### config.mk
export PLATFORM = sky130hd
export DESIGN_NAME = serial_add_ctrl
export DESIGN_NICKNAME = d
export VERILOG_FILES = /design/src/rtl/alu_pkg.sv /design/src/rtl/fulladder.sv /design/src/rtl/serial_add_ctrl.sv
export SDC_FILE = /design/constraint.sdc
export NUM_CORES = 1
export LEC_CHECK = 0
export BUFFER_PORTS_ARGS = -buffer_cell sky130_fd_sc_hd__buf_2
export CAP_MARGIN = 20
export CORE_UTILIZATION = 40
export CTS_CLUSTER_SIZE = 16
export DETAILED_ROUTE_END_ITERATION = 6
export GPL_ROUTABILITY_DRIVEN = 0
export PLACE_DENSITY_LB_ADDON = 0.08
export SYNTH_ARGS = -nofsm -noshare
export SYNTH_HDL_FRONTEND = slang
export SYNTH_SLANG_ARGS = --single-unit
### constraint.sdc
create_clock -name clk -period 1.6 [get_ports clk]
set_input_delay 0.16 -clock clk [delete_from_list [all_inputs] [get_ports clk]]
set_output_delay 0.16 -clock clk [all_outputs]
set_load 0.01 [all_outputs]
### src/rtl/alu_pkg.sv
// ============================================================================
// Module : alu_pkg
// Shared types and constants for the serial arithmetic datapath.
// Rev    : 1.0  initial release
// ============================================================================
`default_nettype none

package alu_pkg;

    typedef enum logic [1:0] {
        IDLE = 2'd0,
        RUN  = 2'd1,
        DONE = 2'd2
    } state_t;

    localparam int DEFAULT_WIDTH = 16;
    localparam int DEFAULT_CNT_W = $clog2(DEFAULT_WIDTH);

    // Bit-counter width for a given operand width; never narrower than one bit.
    function automatic int cnt_width(input int width);
        return (width <= 2) ? 1 : $clog2(width);
    endfunction

endpackage

`default_nettype wire

### src/rtl/fulladder.sv
// ============================================================================
// Module : fulladder
// One-bit full-adder cell used by the bit-serial sequencer.
// Rev    : 1.0  initial release
// ============================================================================
`default_nettype none

module fulladder (
    input  logic a,
    input  logic b,
    input  logic cin,
    output logic sum,
    output logic cout
);

    assign sum  = a ^ b ^ cin;
    assign cout = (a & b) | (cin & (a ^ b));

endmodule

`default_nettype wire

### src/rtl/serial_add_ctrl.sv
// ============================================================================
// Module : serial_add_ctrl
// Bit-serial add/subtract sequencer, LSB first, one full-adder cell.
// Optional zero flag enabled by defining SERIAL_ADD_ZERO_FLAG_EN.
// Rev    : 1.0  initial release
// ============================================================================
`default_nettype none

module serial_add_ctrl
    import alu_pkg::*;
#(
    parameter int WIDTH = 16
) (
    input  logic             clk,
    input  logic             reset,
    input  logic             start,
    input  logic             op_sub,
    input  logic [WIDTH-1:0] a,
    input  logic [WIDTH-1:0] b,
    output logic             ready,
    output logic             done,
    output logic [WIDTH-1:0] result,
    output logic             c_out,
    output logic             overflow
`ifdef SERIAL_ADD_ZERO_FLAG_EN
    ,
    output logic             zero
`endif
);

    localparam int             CNT_W    = cnt_width(WIDTH);
    localparam logic [CNT_W-1:0] LAST_BIT = CNT_W'(WIDTH - 1);

    state_t             state;
    state_t             state_nxt;
    logic [WIDTH-1:0]   a_sh;
    logic [WIDTH-1:0]   b_sh;
    logic               carry;
    logic [CNT_W-1:0]   cnt;
    logic               cell_sum;
    logic               cell_cout;
    logic               accept;
    logic               last_bit;

    fulladder u_cell (
        .a    (a_sh[0]),
        .b    (b_sh[0]),
        .cin  (carry),
        .sum  (cell_sum),
        .cout (cell_cout)
    );

    assign accept   = (state == IDLE) && start;
    assign last_bit = (cnt == LAST_BIT);

    always_ff @(posedge clk) begin
        if (reset) begin
            state <= IDLE;
        end else begin
            state <= state_nxt;
        end
    end

    always_comb begin
        state_nxt = state;
        ready     = 1'b0;
        done      = 1'b0;
        case (state)
            IDLE: begin
                ready = 1'b1;
                if (start) begin
                    state_nxt = RUN;
                end
            end
            RUN: begin
                if (last_bit) begin
                    state_nxt = DONE;
                end
            end
            DONE: begin
                done      = 1'b1;
                state_nxt = IDLE;
            end
            default: begin
                state_nxt = IDLE;
            end
        endcase
    end

    // Subtraction folds into the add: invert B and seed the carry with 1.
    always_ff @(posedge clk) begin
        if (reset) begin
            a_sh     <= '0;
            b_sh     <= '0;
            carry    <= 1'b0;
            cnt      <= '0;
            result   <= '0;
            c_out    <= 1'b0;
            overflow <= 1'b0;
        end else if (accept) begin
            a_sh     <= a;
            b_sh     <= b ^ {WIDTH{op_sub}};
            carry    <= op_sub;
            cnt      <= '0;
            result   <= '0;
            c_out    <= 1'b0;
            overflow <= 1'b0;
        end else if (state == RUN) begin
            a_sh   <= {1'b0, a_sh[WIDTH-1:1]};
            b_sh   <= {1'b0, b_sh[WIDTH-1:1]};
            result <= {cell_sum, result[WIDTH-1:1]};
            carry  <= cell_cout;
            cnt    <= cnt + 1'b1;
            if (last_bit) begin
                c_out    <= cell_cout;
                overflow <= carry ^ cell_cout;
            end
        end
    end

`ifdef SERIAL_ADD_ZERO_FLAG_EN
    // Accumulate "all sum bits zero" privately so the visible flag only rises at done.
    logic zero_acc;

    always_ff @(posedge clk) begin
        if (reset) begin
            zero_acc <= 1'b0;
            zero     <= 1'b0;
        end else if (accept) begin
            zero_acc <= 1'b1;
            zero     <= 1'b0;
        end else if (state == RUN) begin
            zero_acc <= zero_acc & ~cell_sum;
            if (last_bit) begin
                zero <= zero_acc & ~cell_sum;
            end
        end
    end
`endif

endmodule

`default_nettype wire

==> flow_summary.ini, run 1 <==
[pwr]
power_frac_comb_pct = 13.8
p_sw_share_pct = 26.1
ir_drop_v = 0.000517
p_clk_share_pct = 36.1
cellInternalPower_mw = 2.28
leakage_nw = 1.17
p_seq_share_pct = 50.1
power.switching_mw = 0.807
cellPowerDensity_nw_per_um2 = 1020

[setup_path]
worstSetupPathType = register to register
worstPathArrival_ns = 1.62
start_kind = register
reg2reg_slack_ns = 0.17
critPathMaxFanout = 31
end_kind = register
worstPathRequired_ns = 1.79
r2r_end = a_sh[4]
r2r_cells = 4
regToRegStartpoint = state[1]

[placed_design]
place_inst = 394
place_ws_ns = 0.172
dp_hpwl_mm = 3.62
portBuffers = 55

[routing]
drc = 0
firstDrtPassIters = 4
viasPerCell = 5.23
ant_nets = 0
wirelength_mm = 5.63
vias = 2141
wl_per_cell_um = 13.8
drtIter0Drc = 107

[layout]
final_core_util_pct = 50.5
area_growth_pct = 19.9
fin_nets = 368
final-seq-area_sq_um = 1140
antenna_cells = 0
fillCellCount = 619
final_cells = 409
drive_gt1_share_pct = 28.4
multi_input_area_sq_um = 1250

[synthesis]
syn_nets = 315
synthTopCellsByArea = dfxtp_1, nand2_1, a311oi_2, xor2_1, a22oi_1
syn_area_per_cell_sq_um = 9.12
synth_edf_count = 0
yosysUniqueCellTypes = 31
synth_warnings = 0
synth_ff_type = dfxtp_1
synth-seq-cells = 57
postSynth.asyncResetShare_pct = 0
synthCells = 277
ys_seq_area_share_pct = 45.2
synth_largest_area_cell = dfxtp_1
synth_top_area_share_pct = 45.2
post_synth_instance_area_sq_um = 2520

[cts]
post-cts-setup-buffers = 0
insertion_delay_ns = 0.33
path_clk_slew_ns = 0.06
ctsResizeCount = 0
clockBufferDepth = 2
clock_sink_count = 57
root_buffer = clkbuf_8
hold_buffers = 0
cts_buffers = 9
tritoncts = yes
htreeDepth = 3

[worst_hold_path]
worstHoldPathCells = 3
min-delay-start = a[15]
min_to = a_sh[15]
min_path_type = input port to register

[run_status]
status = completed

[sta]
tns_ns = 0
relSlewSlack_pct = 58.9
setup_violations = 0
timing.fmax_mhz = 700
worst-slew-pin-transition_ns = 0.615
slew_violations = 0
fin_crit_ns = 1.43
fin_ws_ns = 0.172
hold_viol_final = 0
whs_ns = 0.0785
fin_crit_sh_pct = 89.3
rsz0062_at_grt = no
skew_ns = 0.00418

[global_route]
grt_pass1_vias = 1999
grt.total_usage_pct = 19.2
grtUsageMet2_pct = 29.3
groute.layer.met1.usage_pct = 24.7
busiest_layer = met2
grt-ovfl-total = 0
grt_pass1_wl_mm = 9.49
antenna_found_initial = 0
grt_util_met3_pct = 6.22
grt_max_degree = 32

[die]
die_width_um = 81.5
rows = 28
coreArea_sq_um = 5990
dieArea_sq_um = 6630
io-pin-count = 56
die_y_um = 81.5
initial_core_util_pct = 42.1

[flow_run]
max-cap-violations = 0
-- logic make-up (layout without fill, tap and decap cells) --
kind of cell / after synthesis / after routing / share of synthesized area, %
fa+ha+maj: 2 / 2 / 1.29
flops: 57 / 57 / 45.2
xor+xnor: 19 / 19 / 6.59
simple gates: 100 / 100 / 17.6
buf+inv: 24 / 81 / 5.15
compound gates: 75 / 75 / 24.2
-- metrics by stage --
stage | power (mW) | area, sq um
CTS | 3.13 | 3030
finish | 3.09 | 3030
global route | 3.26 | 3030
detailed placement | 2.00 | 2870
global placement | 2.00 | 2870
floorplan | 1.87 | 2520
-- worst max-delay path, stage by stage, from the launching register on --
cell,delay (ns)
dfxtp_1,0.34
or3b_1,0.42
buf_4,0.27
nor2_1,0.19
a311oi_2,0.07
-- worst max-delay path by stage --
stage	from	to	cells past startpoint
CTS	state[0]	a_sh[4]	4
detailed placement	state[0]	a_sh[4]	4
global route	state[1]	a_sh[4]	4
finish	state[1]	a_sh[4]	4
global placement	state[1]	a_sh[3]	4
floorplan	state[1]	a_sh[10]	5
-- layout by cell type (no fill, tap or decap), types with 5 or more instances in the layout --
cell	count
nor2_1	17
o2bb2ai_1	15
nand2_1	62
a311oi_2	13
buf_2	55
xor2_1	17
a21oi_1	26
clkbuf_1	5
clkbuf_8	10
buf_4	9
nand3_1	8
a22oi_1	18
dfxtp_1	57
-- registers in the layout (all words and copies together), names as in the netlist --
| register | flops |
|---|---|
| result | 16 |
| b_sh | 16 |
| carry | 1 |
| cnt | 4 |
| a_sh | 16 |
| overflow | 1 |
| state | 2 |
| c_out | 1 |
-- metal layers --
layer,routed length [um],share of wire [%],up-vias
met3,307,5.5,6
met1,2700,48,1007
met2,2570,46,46
li1,-,-,1082
met4,50,0.89,0
met5,0,0,-
-- Yosys cell counts (5+ instances only) --
| master | n |
|---|---|
| xor2_1 | 17 |
| dfxtp_1 | 57 |
| a21oi_1 | 26 |
| a22oi_1 | 18 |
| buf_2 | 14 |
| clkbuf_1 | 5 |
| a311oi_2 | 13 |
| nand2_1 | 62 |
| nand3_1 | 8 |
| o2bb2ai_1 | 15 |
| nor2_1 | 17 |
-- cell type report --
cell class                      instances  share of cell area (%)
Clock buffer                           15                    5.17
Multi-Input combinational cell        196                    41.4
Sequential cell                        57                    37.7
Tap cell                               75                    3.10
Timing Repair Buffer                   66                    12.6
-- power by group through the flow --
stage | Clock (mW) | Sequential [mW] | Combinational, mW
global route | 1.23 | 1.56 | 0.477
floorplan | 0 | 1.56 | 0.310
CTS | 1.16 | 1.55 | 0.431
global placement | 0 | 1.58 | 0.425
finish | 1.11 | 1.55 | 0.427
detailed placement | 0 | 1.57 | 0.428
No activity file was read; power rests on OpenSTA's default activity.
==> run 2: changes to the inputs <==
--- a/config.mk
+++ b/config.mk
@@ -11,6 +11,7 @@
 export CTS_CLUSTER_SIZE = 16
 export DETAILED_ROUTE_END_ITERATION = 6
 export GPL_ROUTABILITY_DRIVEN = 0
+export GPL_TIMING_DRIVEN = 1
 export PLACE_DENSITY_LB_ADDON = 0.08
 export SYNTH_ARGS = -nofsm -noshare
 export SYNTH_HDL_FRONTEND = slang
==> constraint.sdc (replaced) <==
create_clock -name clk -period 1.15 [get_ports clk]
set_input_delay 0.115 -clock clk [delete_from_list [all_inputs] [get_ports clk]]
set_output_delay 0.115 -clock clk [all_outputs]
set_load 0.01 [all_outputs]
==> run 2 against run 1 <==
  * The run now ends with setup timing left
  * Routed wire length rose by 1.6%
  * Global-route usage down 0.16 points
  * Cell area increased by 14%
  * Setup slack got worse by 0.32 ns
  * Largest power group unchanged
  * Highest routed layer unchanged
==> flow_summary.ini, run 2 (synthesized netlist as in run 1, its figures left out) <==
[run_status]
status = complete, but fails checks
failed_checks = setup timing

[placed_design]
dp_hpwl_mm = 3.54
place_ws_ns = -0.227
portBuffers = 55
place_inst = 405

[pwr]
p_sw_share_pct = 26.0
leakage_nw = 1.37
power.switching_mw = 1.23
power_frac_comb_pct = 17.1
p_clk_share_pct = 37.4
cellInternalPower_mw = 3.50
ir_drop_v = 0.000646
p_seq_share_pct = 45.5
cellPowerDensity_nw_per_um2 = 1360

[sta]
whs_ns = 0.0556
skew_ns = 0.00471
relSlewSlack_pct = 68.4
hold_viol_final = 0
worst-slew-pin-transition_ns = 0.475
fin_crit_ns = 1.30
timing.fmax_mhz = 770
tns_ns = -5.37
setup_violations = 58
rsz0062_at_grt = yes
fin_crit_sh_pct = 113
slew_violations = 0
fin_ws_ns = -0.149

[routing]
firstDrtPassIters = 4
viasPerCell = 5.01
ant_nets = 0
drc = 0
vias = 2158
drtIter0Drc = 110
wirelength_mm = 5.72
wl_per_cell_um = 13.3

[cts]
root_buffer = clkbuf_8
cts_buffers = 9
clock_sink_count = 57
clockBufferDepth = 2
insertion_delay_ns = 0.33
hold_buffers = 0
htreeDepth = 3
tritoncts = yes
path_clk_slew_ns = 0.06

[die]
initial_core_util_pct = 42.1
rows = 28
die_width_um = 81.5
coreArea_sq_um = 5990
dieArea_sq_um = 6630
io-pin-count = 56
die_y_um = 81.5

[global_route]
grt.total_usage_pct = 19.0
grt_pass1_vias = 1977
antenna_found_initial = 0
grt_pass1_wl_mm = 9.38
grt_max_degree = 23
grt-ovfl-total = 0

[layout]
final_cell_mix = nand2_1, dfxtp_1, buf_2
fillCellCount = 557
largestRegisters = a_sh x16, b_sh x16, result x16
final_core_util_pct = 57.8
area_growth_pct = 37.2
antenna_cells = 0
fin_nets = 389
final-seq-area_sq_um = 1150
final_cells = 431
drive_gt1_share_pct = 42.1
multi_input_area_sq_um = 1370
final_common_cell = nand2_1

[setup_path]
worstSetupPathType = register to output port
start_kind = register
worstPathArrival_ns = 1.18
worstPathRequired_ns = 1.03
r2r_cells = 3
critPathMaxFanout = 6
end_kind = output port

[flow_run]
max-cap-violations = 0

[worst_hold_path]
min_path_type = input port to register
worstHoldPathCells = 3
-- run 2: metal layers --
layer	GRT usage, %	vias up	routed length, um
li1	-	1119	-
met1	26.4	986	2990
met2	27.3	43	2400
met3	3.56	10	209
met4	10.7	0	112
met5	0	-	0
-- run 2: worst max-delay path, cell delays in order, from the launching register on --
cell and delay [ns]:
dfxtp_4 0.36, buf_4 0.15, buf_6 0.12, nor2b_1 0.10
buf_2 0.13
-- run 2: power groups by stage --
stage / Combinational, mW / Clock, mW / Sequential, mW
finish: 0.808 / 1.77 / 2.15
global route: 0.880 / 1.92 / 2.16
CTS: 0.768 / 1.83 / 2.15
detailed placement: 0.674 / 0 / 2.19
global placement: 0.670 / 0 / 2.19
floorplan: 0.470 / 0 / 2.18
-- run 2: cell type report --
cell class	instances	area share (%)
sequential	57	33.2
clock buffer	14	5.27
timing repair buffer	87	19.0
multi-input combinational	196	39.6
clock inverter	2	0.289
tap	75	2.71
-- run 2: metrics by stage --
step | power (mW) | area [sq um]
finish | 4.73 | 3460
global route | 4.96 | 3460
CTS | 4.74 | 3380
detailed placement | 2.87 | 3030
global placement | 2.86 | 3030
floorplan | 2.65 | 2620
-- run 2: final timing paths --
check,from,end,slack [ns]
max,state[0],done,-0.15
min,a[15],a_sh[15],0.06
max reg2reg,state[0],a_sh[1],-0.14
min reg2reg,result[0],result[0],0.45
-- run 2: repair_timing --
item | CTS | global route
setup endpoints to repair | 58 | 59
pin swaps | 3 | 3
buffers inserted | 6 | 1
gates resized for setup | 15 | 11
gates cloned | 2 | 1
==> run 3: changes to the inputs <==
--- a/config.mk
+++ b/config.mk
@@ -7,7 +7,7 @@
 export LEC_CHECK = 0
 export BUFFER_PORTS_ARGS = -buffer_cell sky130_fd_sc_hd__buf_2
 export CAP_MARGIN = 20
-export CORE_UTILIZATION = 40
+export CORE_UTILIZATION = 45
 export CTS_CLUSTER_SIZE = 16
 export DETAILED_ROUTE_END_ITERATION = 6
 export GPL_ROUTABILITY_DRIVEN = 0
==> run 3 against run 2 <==
  * The flow still finishes with violations (setup timing)
  * Largest cell class unchanged
  * Critical path depth is 1 lower
  * Worst hold slack worse by 0.0077 ns
  * Power shrank 0.15%
==> flow_summary.ini, run 3 (synthesized netlist as in run 1, its figures left out) <==
[run_status]
status = complete, but fails checks
failed_checks = setup timing

[sta]
hold_viol_final = 0
setup_violations = 57
skew_ns = 0.00750
rsz0062_at_grt = yes
fin_ws_ns = -0.133
relSlewSlack_pct = 68.3
fin_crit_sh_pct = 112
fin_crit_ns = 1.28
worst-slew-pin-transition_ns = 0.475
timing.fmax_mhz = 779
slew_violations = 0

[global_route]
grt_pass1_vias = 2038
grt-ovfl-total = 0
grt_max_degree = 23
antenna_found_initial = 0
grt.total_usage_pct = 20.2
grt_pass1_wl_mm = 9.37

[die]
die_y_um = 76.9
coreArea_sq_um = 5270
initial_core_util_pct = 47.9
die_width_um = 76.9
dieArea_sq_um = 5910
rows = 26
io-pin-count = 56

[cts]
root_buffer = clkbuf_8
clockBufferDepth = 2
tritoncts = yes
htreeDepth = 3
path_clk_slew_ns = 0.06
insertion_delay_ns = 0.33
cts_buffers = 9
clock_sink_count = 57

[pwr]
p_clk_share_pct = 38.8
p_sw_share_pct = 26.0
ir_drop_v = 0.00103
power_frac_comb_pct = 15.7
cellPowerDensity_nw_per_um2 = 1410
cellInternalPower_mw = 3.49
p_seq_share_pct = 45.5
leakage_nw = 1.31
p_total_mw = 4.72
power.switching_mw = 1.23

[placed_design]
portBuffers = 55
dp_hpwl_mm = 3.60

[setup_path]
worstPathArrival_ns = 1.52
end_kind = register
worstSetupPathType = register to register
start_kind = register
critPathMaxFanout = 15
worstPathRequired_ns = 1.39

[routing]
viasPerCell = 5.19
firstDrtPassIters = 4
drtIter0Drc = 96
vias = 2180
wl_per_cell_um = 13.0
ant_nets = 0
drc = 0
wirelength_mm = 5.44

[layout]
drive_gt1_share_pct = 39.7
fin_nets = 383
antenna_cells = 0
final_core_util_pct = 63.5
largestRegisters = a_sh x16, b_sh x16, result x16
final_cell_mix = nand2_1, dfxtp_1, buf_2
area_growth_pct = 32.6
final_common_cell = nand2_1
fillCellCount = 509

[worst_hold_path]
min_path_type = input port to register

[flow_run]
max-cap-violations = 0
==> run 3: final timing paths <==
kind / from / slack [ns] / end / cells past startpoint
worst max-delay path: state[1] / -0.13 / a_sh[9] / 3
worst min-delay path: a[15] / 0.05 / a_sh[15] / 3
worst max register to register: state[1] / -0.13 / a_sh[9] / 3
worst min register to register: result[0] / 0.46 / result[0] / 2
==> run 3: metrics by stage <==
stage          setup WS (ns)  cell area, sq um  cells  hold slack [ns]  setup TNS [ns]
2_1_floorplan        -0.0999              2620    277            0.255           -2.99
3_3_place_gp          -0.171              3030    399            0.369           -7.04
3_5_place_dp          -0.195              3030    399            0.372           -7.31
4_1_cts               -0.123              3300    417           0.0120           -4.32
5_1_grt               -0.176              3350    420           0.0437           -6.91
6_report              -0.133              3350    420           0.0479           -4.48
==> run 3: metal layers <==
metal / vias to the layer above / global-route usage, % / part of all wire, %
met2: 48 / 30.8 / 46
li1: 1110 / - / -
met1: 1016 / 25.8 / 48
met4: 0 / 7.50 / 1.2
met3: 6 / 7.50 / 4.8
met5: - / 0 / 0
==> run 3: critical path, stage by stage (launching register included) <==
cell      delay, ns
dfxtp_4        0.36
or3b_4         0.44
buf_12         0.19
a311oi_2       0.20
==> run 3: power groups by stage <==
stage          logic (mW)  registers [mW]  clock network (mW)
3_5_place_dp        0.675            2.19                   0
3_3_place_gp        0.665            2.19                   0
5_1_grt             0.812            2.16                1.99
6_report            0.740            2.15                1.83
2_1_floorplan       0.470            2.18                   0
4_1_cts             0.725            2.15                1.89
==> run 3: timing repair <==
action | CTS | global route
resized for setup | 7 | 8
setup endpoints to repair | 58 | 58
setup buffers | 1 | 4
gates cloned | 1 | 0
hold buffers | 0 | 0
endpoints found under the hold margin | 0 | 0
pin swaps | 2 | 1
==> run 3: final cells by class <==
cell class | count | area [sq um] | area share (%)
clock buffer | 11 | 141 | 4.22
multi-input combinational | 196 | 1340 | 40.1
tap | 70 | 87.6 | 2.62
sequential | 57 | 1150 | 34.2
timing repair buffer | 81 | 577 | 17.2
clock inverter | 5 | 55.1 | 1.64
